--- src/rtl/wb_stage.sv ---
// Writeback stage: registers M-stage results, extracts/extends load data and
// drives the GRF write port. Define WB_RETIRE_CNT_EN to add the retire counter.
module wb_stage #(
    parameter logic [31:0] RESET_PC = 32'h0000_3000
) (
    input  logic        clk,
    input  logic        rst,
    input  logic        stall,
    input  logic        flush,
    input  logic        M_Valid,
    input  logic [31:0] M_PC,
    input  logic [31:0] M_ALU,
    input  logic [31:0] M_MemRD,
    input  logic [4:0]  M_WA,
    input  logic        M_RegWrite,
    input  logic [1:0]  M_WDSel,
    input  logic [2:0]  M_LoadType,
    input  logic [1:0]  M_ByteOff,
`ifdef WB_RETIRE_CNT_EN
    output logic [31:0] retire_cnt,
`endif
    output logic [31:0] W_PC,
    output logic [4:0]  W_WA,
    output logic        W_WE,
    output logic [31:0] W_WD,
    output logic        W_Valid
);

    logic        valid_q;
    logic [31:0] pc_q;
    logic [31:0] alu_q;
    logic [31:0] memrd_q;
    logic [4:0]  wa_q;
    logic        regwrite_q;
    logic [1:0]  wdsel_q;
    logic [2:0]  loadtype_q;
    logic [1:0]  byteoff_q;

    always_ff @(posedge clk or posedge rst) begin
        if (rst) begin
            valid_q    <= 1'b0;
            pc_q       <= RESET_PC;
            alu_q      <= 32'd0;
            memrd_q    <= 32'd0;
            wa_q       <= 5'd0;
            regwrite_q <= 1'b0;
            wdsel_q    <= 2'd0;
            loadtype_q <= 3'd0;
            byteoff_q  <= 2'd0;
        end else if (flush) begin
            // Bubble keeps the incoming PC so trace output stays meaningful.
            valid_q    <= 1'b0;
            pc_q       <= M_PC;
            alu_q      <= 32'd0;
            memrd_q    <= 32'd0;
            wa_q       <= 5'd0;
            regwrite_q <= 1'b0;
            wdsel_q    <= 2'd0;
            loadtype_q <= 3'd0;
            byteoff_q  <= 2'd0;
        end else if (!stall) begin
            valid_q    <= M_Valid;
            pc_q       <= M_PC;
            alu_q      <= M_ALU;
            memrd_q    <= M_MemRD;
            wa_q       <= M_WA;
            regwrite_q <= M_RegWrite;
            wdsel_q    <= M_WDSel;
            loadtype_q <= M_LoadType;
            byteoff_q  <= M_ByteOff;
        end
    end

    logic [31:0] shifted_d;
    logic [7:0]  byte_d;
    logic [15:0] half_d;
    logic [31:0] load_d;
    logic [31:0] wd_d;

    always_comb begin
        shifted_d = memrd_q >> {byteoff_q, 3'b000};
        byte_d    = shifted_d[7:0];
        half_d    = byteoff_q[1] ? memrd_q[31:16] : memrd_q[15:0];
        case (loadtype_q)
            3'd1:    load_d = {{24{byte_d[7]}}, byte_d};
            3'd2:    load_d = {24'd0, byte_d};
            3'd3:    load_d = {{16{half_d[15]}}, half_d};
            3'd4:    load_d = {16'd0, half_d};
            default: load_d = memrd_q;
        endcase
    end

    always_comb begin
        wd_d = alu_q;
        case (wdsel_q)
            2'd1:    wd_d = load_d;
            2'd2:    wd_d = pc_q + 32'd8;
            default: wd_d = alu_q;
        endcase
        if (!valid_q) begin
            wd_d = 32'd0;
        end
    end

    assign W_PC    = pc_q;
    assign W_WA    = wa_q;
    assign W_WE    = regwrite_q & valid_q & (wa_q != 5'd0);
    assign W_WD    = wd_d;
    assign W_Valid = valid_q;

`ifdef WB_RETIRE_CNT_EN
    logic [31:0] retire_cnt_q;
    logic [31:0] retire_cnt_d;

    // A held instruction counts only on the edge it leaves W.
    always_comb begin
        retire_cnt_d = retire_cnt_q;
        if (valid_q && !stall) begin
            retire_cnt_d = retire_cnt_q + 32'd1;
        end
    end

    always_ff @(posedge clk or posedge rst) begin
        if (rst) begin
            retire_cnt_q <= 32'd0;
        end else begin
            retire_cnt_q <= retire_cnt_d;
        end
    end

    assign retire_cnt = retire_cnt_q;
`endif

endmodule

--- config.mk ---
export PLATFORM = sky130hd
export DESIGN_NAME = wb_stage
export DESIGN_NICKNAME = d
export VERILOG_FILES = /design/src/rtl/wb_stage.sv
export SDC_FILE = /design/constraint.sdc
export NUM_CORES = 1
export LEC_CHECK = 0
export BUFFER_PORTS_ARGS = -buffer_cell sky130_fd_sc_hd__buf_2
export CORE_MARGIN = 8
export CORE_UTILIZATION = 50
export DETAILED_ROUTE_END_ITERATION = 12
export PLACE_DENSITY = 0.78
export RECOVER_POWER = 100
export SLEW_MARGIN = 20
export SYNTH_ARGS = -nofsm -noshare
export SYNTH_HDL_FRONTEND = slang
export SYNTH_SLANG_ARGS = --single-unit
--- constraint.sdc ---
create_clock -name clk -period 5.4 [get_ports clk]
set_input_delay 1.08 -clock clk [delete_from_list [all_inputs] [get_ports clk]]
set_output_delay 1.08 -clock clk [all_outputs]
set_load 0.005 [all_outputs]
==> metrics.txt, run 1 <==
violations in the final reports=capacitance limit, slew limit; Avg Synthesized Cell Area=between 9 and 10 um^2; ant diodes=0; GRT Resource Usage Total=0.2381; Die Span Y=around 130 um; TritonCTS clock tree=done; count of max-cap constraint violations=2; maximum buffer depth of the clock tree=2; cell leakage power=roughly 3.5 nW; pin count of the biggest net entering global routing=80; DRC violation count after routing=0; CTS Root Buffer Type=sky130_fd_sc_hd__clkbuf_16; Boundary Pins=roughly 190; final setup violating endpoints=0; antenna violations before repair=0; number of global-route vias before repair=between 5000 and 6000; nets=approximately 890; port buffer count=184; wire length per cell=~21 um; setup repair after global routing missed its margin=false; time the final worst path needs with I/O delays and setup=4782 ps; synthesized netlist net count=about 740; Post-CTS Resized=0; DRT iter0 DRCs=530; PwrDens=about 270 mW/mm^2; clock transition at the register clock pins on the worst setup and hold paths after CTS=80 ps; first-pass GRT wire length=roughly 30000 um; global placement routability congestion=around 0.92; crit path max fanout=roughly 80; required arrival time at the worst endpoint=about 5600 ps; number of rows in the core area=40; most used flip-flop cell after synthesis=sky130_fd_sc_hd__dfrtp_1; Max Transition Viols Final=148; crit path max-delay cell type=sky130_fd_sc_hd__clkbuf_1; arrival time of data at the critical path endpoint=around 5000 ps; clk_lat worst skew=roughly 360 ps; worst hold path type=reg -> reg; Max stage delay on crit path=roughly 2400 ps; number of synthesized flops with an enable pin=0; Synth Warn #=0; total of fill cells in the finished design=about 1100; Via Count=between 5000 and 6000; leading cell types in the layout, fill and taps excluded=sky130_fd_sc_hd__buf_2, sky130_fd_sc_hd__dfrtp_1, sky130_fd_sc_hd__nor2_1, sky130_fd_sc_hd__mux2i_1, sky130_fd_sc_hd__clkbuf_1; endpoints failing hold=0; worst max-slew margin expressed relative to the limit=-1.312; fraction of the cycle the final worst path needs=0.8855; startpoint-to-endpoint class of the critical path=in -> reg; crit path launch type=input pin; floorplan die area=roughly 0.016 mm^2; number of vias per cell after detailed routing=about 5.9; number of H-tree branching levels=3; layout cells sized above 1=0.2417; Post-CTS Repair Setup Buffers=0; aggregate global routing overflow=0; register area=~0.0028 mm^2; share of flip-flops with an asynchronous set or reset=1.000; family with the most delay on the worst path=buffers and inverters; clock sink total=110; pin slew with the least headroom to its limit=roughly 3500 ps; quantity of hold-fixing buffers added after cts=0; Final HPWL DP=approximately 15000 um; Worst Clk Skew=0 ps; number of clock buffers inserted by TritonCTS=9; status=finished, violations left; Gate Count Post-Synth=625; DRT Pass-1 Iters=5; overall routed net length=slightly below 20000 um; ordered cell list for the critical path=buf_2 > clkbuf_1 > nand2b_1 > clkbuf_2 > mux2_2; endpoint type of the worst setup path=flop; part of the Yosys area used for sequential elements=0.4466; Post-DRT Antenna Nets=0; worst hold slack after final layout=531.1 ps; combined area of the multi-input logic cells=roughly 0.0032 mm^2; initial cell density of the core=0.5136; Std-Cell Core Area=0.01201 mm^2; achievable clock frequency=209.1 MHz; buffering stage count on the worst path with inverters included=3; Netlist Area Pre-Place=0.006170 mm^2; P&R area growth vs syn=19.16%; Die Span X=between 100 and 150 um; TNS Setup=0 ps; most common cell after layout, fill and taps aside=sky130_fd_sc_hd__buf_2; distinct cell type count after synthesis=57; worst ir drop on vdd=around 0.16 mV; post-synthesis sequential element count=110
[cells in the mapped netlist, types with 12 or more instances]
library cell,count,area share
sky130_fd_sc_hd__mux2_2,28,0.051
sky130_fd_sc_hd__o221ai_1,22,0.031
sky130_fd_sc_hd__dfrtp_1,108,0.44
sky130_fd_sc_hd__nand2_1,34,0.021
sky130_fd_sc_hd__nor2_1,108,0.066
sky130_fd_sc_hd__xor2_1,14,0.020
sky130_fd_sc_hd__nand4_1,12,0.012
sky130_fd_sc_hd__o21ai_0,17,0.014
sky130_fd_sc_hd__nand3_1,13,0.011
sky130_fd_sc_hd__clkbuf_1,35,0.021
sky130_fd_sc_hd__mux2i_1,95,0.15
sky130_fd_sc_hd__a21oi_1,28,0.023
sky130_fd_sc_hd__inv_1,14,0.0085
[state kept, by name (all words and copies together), names as in the netlist]
signal and flops:
W_PC 32, byteoff_q 2, memrd_q 32, W_WA 5, wdsel_q 2, loadtype_q 3
regwrite_q 1, W_Valid 1, alu_q 32
[worst min-delay path, cell delays in order (launching register included)]
cell                      delay, ps
sky130_fd_sc_hd__dfrtp_1        350
sky130_fd_sc_hd__mux2i_1         70
sky130_fd_sc_hd__nor2_1          70
[final timing paths]
kind                       startpoint     endpoint  slack [ps]  cells after the start
setup reg to reg              W_Valid      W_Valid        4130                      2
hold reg to reg             alu_q[31]    alu_q[31]         530                      2
setup / recovery                flush     W_PC[15]         620                      5
hold / removal              alu_q[31]    alu_q[31]         530                      2
min in group asynchronous         rst  memrd_q[26]        1530                      2
max in group asynchronous         rst     W_PC[26]        1810                      3
[per-layer routing]
layer  global-route usage  vias to the layer above  wire length (um)  part of all wire
met5                    0                        -                 0                 0
met4              0.08118                        0               444             0.023
met3              0.06864                       26              1481             0.077
met2               0.3908                      214              9457              0.49
met1               0.2942                     2682              7924              0.41
li1                     -                     2543                 -                 -
[power breakdown]
part	switching, W	total [W]	internal [W]	leakage (nW)
registers	0.0000695	0.000947	0.000877	1.41
logic	0.000185	0.000327	0.000142	1.97
clock network	0.000323	0.000689	0.000366	0.148
total	0.000577	0.00196	0.00139	3.53
[through the flow]
stage / instances / area (um^2) / utilization / total power (W) / worst slack (ps)
global route: 929 / 7352 / 0.6121 / 0.002050 / 377.4
floorplan: 625 / 6170 / - / 0.001147 / 1421
detailed placement: 913 / 7118 / 0.5926 / 0.001293 / 1374
global placement: 913 / 7118 / 0.5926 / 0.001282 / 1540
CTS: 929 / 7427 / 0.6183 / 0.001977 / 992.3
finish: 929 / 7352 / 0.6121 / 0.001963 / 618.1
[cell type report]
cell class,count,share of cell area
repair buffers,188,0.1196
multi-input cells,454,0.4312
inverters,14,0.007318
well taps,147,0.02502
clock buffers,9,0.03063
flip-flops and latches,110,0.3747
clock inverters,7,0.01140
[cells by family (layout without fill, tap and decap cells)]
| logic type | after synthesis | count (layout) | synth area share |
|---|---|---|---|
| AND/OR/NAND/NOR | 205 | 205 | 0.1519 |
| multiplexers | 124 | 124 | 0.2089 |
| flip-flops | 110 | 110 | 0.4466 |
| AO/OA/AOI/OAI | 101 | 101 | 0.1172 |
| buffers and inverters | 61 | 218 | 0.03955 |
| XOR/XNOR | 21 | 21 | 0.02981 |
| adder cells (fa/ha/maj) | 3 | 3 | 0.006085 |
Note: power is estimated with default switching activity, not from simulation.
==> run 2: changes to the inputs <==
--- a/config.mk
+++ b/config.mk
@@ -9,7 +9,7 @@
 export CORE_MARGIN = 8
 export CORE_UTILIZATION = 50
 export DETAILED_ROUTE_END_ITERATION = 12
-export PLACE_DENSITY = 0.78
+export PLACE_DENSITY = 0.9
 export RECOVER_POWER = 100
 export SLEW_MARGIN = 20
 export SYNTH_ARGS = -nofsm -noshare
==> metrics.txt, run 2 (synthesized netlist as in run 1, its figures left out) <==
status=finished, violations left; violations in the final reports=capacitance limit, slew limit; final setup violating endpoints=0; quantity of hold-fixing buffers added after cts=0; leading cell types in the layout, fill and taps excluded=sky130_fd_sc_hd__buf_2, sky130_fd_sc_hd__dfrtp_1, sky130_fd_sc_hd__nor2_1, sky130_fd_sc_hd__mux2i_1, sky130_fd_sc_hd__clkbuf_1; Die Span Y=around 130 um; GRT Resource Usage Total=0.2417; clock sink total=110; port buffer count=184; count of max-cap constraint violations=4; most common cell after layout, fill and taps aside=sky130_fd_sc_hd__buf_2; final std cell area, no fill=0.007330 mm^2; DRT Pass-1 Iters=4; most frequent CP cell=sky130_fd_sc_hd__inv_1; setup repair after global routing missed its margin=false; Max stage delay on crit path=approximately 790 ps; routed wl met2=roughly 9000 um; overall routed net length=between 15000 and 20000 um; clock transition at the register clock pins on the worst setup and hold paths after CTS=~80 ps; PwrDens=between 200 and 300 mW/mm^2; Post-DRT Antenna Nets=0; Final Util=0.6102; Post-CTS Repair Setup Buffers=0; CTS Root Buffer Type=sky130_fd_sc_hd__clkbuf_16; sum of routed wire segments on met1=around 8200 um; crit path launch type=flop; Std-Cell Core Area=~0.012 mm^2; pin slew with the least headroom to its limit=3420 ps; endpoint type of the worst setup path=output pin; Post-CTS Resized=0; number of clock buffers inserted by TritonCTS=9; TNS Setup=0 ps; endpoints failing hold=0; DRT iter0 DRCs=around 540; worst max-slew margin expressed relative to the limit=-1.280; Max Transition Viols Final=~220; first-pass GRT wire length=slightly above 30000 um; number of rows in the core area=40; arrival time of data at the critical path endpoint=between 3000 and 4000 ps; number of global-route vias before repair=5619; crit path max fanout=25; worst ir drop on vdd=0.1577 mV; worst hold slack after final layout=528.4 ps; wire length per cell=approximately 21 um; Worst Clk Skew=0 ps; Final HPWL DP=between 10000 and 15000 um; ordered cell list for the critical path=inv_1 > ha_1 > inv_1 > nor2_1 > a221o_1 > clkbuf_1; met3 routed WL=approximately 1700 um; floorplan die area=between 0.015 and 0.02 mm^2; total of fill cells in the finished design=between 1000 and 1500; number of vias per cell after detailed routing=roughly 6; fraction of the cycle the final worst path needs=0.8235; Placement Cell Area=between 0.007 and 0.008 mm^2; crit path max-delay cell type=sky130_fd_sc_hd__nor2_1; nets=roughly 890; DRC violation count after routing=0; uppermost metal layer occupied by signal nets=met5; global placement routability congestion=just over 0.9; antenna violations before repair=2; initial cell density of the core=0.5136; cell leakage power=3.495 nW; aggregate global routing overflow=0; layout cells sized above 1=0.2302; achievable clock frequency=about 220 MHz; P&R area growth vs syn=18.80%; pin count of the biggest net entering global routing=between 70 and 80; Die Span X=127.1 um; Via Count=about 5600; startpoint-to-endpoint class of the critical path=reg -> out; TritonCTS clock tree=done; maximum buffer depth of the clock tree=2; clk_lat worst skew=about 360 ps; required arrival time at the worst endpoint=roughly 4300 ps; worst hold path type=reg -> reg; number of H-tree branching levels=3; Boundary Pins=185; time the final worst path needs with I/O delays and setup=4447 ps
## run 2: changes by cell type in the layout (fill, tap and decap cells not counted), sizes merged
cell / previous run / this run
buf: 133 / 126
clkinvlp: 2 / 3
diode: 0 / 1
clkinv: 4 / 3
clkbuf: 64 / 71
## run 2: final timing paths
check / start / endpoint / slack, ps / cells after the start
min in group asynchronous: rst / alu_q[24] / 1590 / 2
max: wdsel_q[0] / W_WD[7] / 950 / 6
max in group asynchronous: rst / alu_q[5] / 1760 / 3
min: alu_q[3] / alu_q[3] / 530 / 2
max reg2reg: W_Valid / W_Valid / 4170 / 2
min reg2reg: alu_q[3] / alu_q[3] / 530 / 2
## run 2: per-stage QoR
step	std cells	total power (W)	setup WS [ps]
6_report	930	0.001956	952.9
5_1_grt	930	0.002030	728.4
4_1_cts	929	0.001964	1054
3_5_place_dp	913	0.001290	1441
3_3_place_gp	913	0.001280	1488
2_1_floorplan	625	0.001147	1421
## run 2: final cells by class
class | instances | area [um^2] | area share
multi-input combinational | 454 | 3171 | 0.4326
sequential | 110 | 2755 | 0.3759
timing repair buffer | 188 | 865.8 | 0.1181
clock buffer | 9 | 225.2 | 0.03073
tap | 147 | 183.9 | 0.02509
clock inverter | 7 | 72.57 | 0.009901
inverter | 14 | 53.80 | 0.007340
antenna | 1 | 2.502 | 0.0003414
## run 2: critical path, delay by kind of cell (launching register included)
kind	cells	cell delay [ps]
compound gates	1	340
fa+ha+maj	1	750
buf+inv	3	740
flops	1	380
simple gates	1	790
## run 2: power breakdown
group | switching [W] | internal, W
Sequential | 0.0000703 | 0.000877
Combinational | 0.000186 | 0.000142
Clock | 0.000320 | 0.000361
## run 2: layer usage
metal	vias up	track usage
met5	-	0
met4	2	0.1134
met3	50	0.07363
met2	292	0.3764
met1	2675	0.3017
li1	2546	-
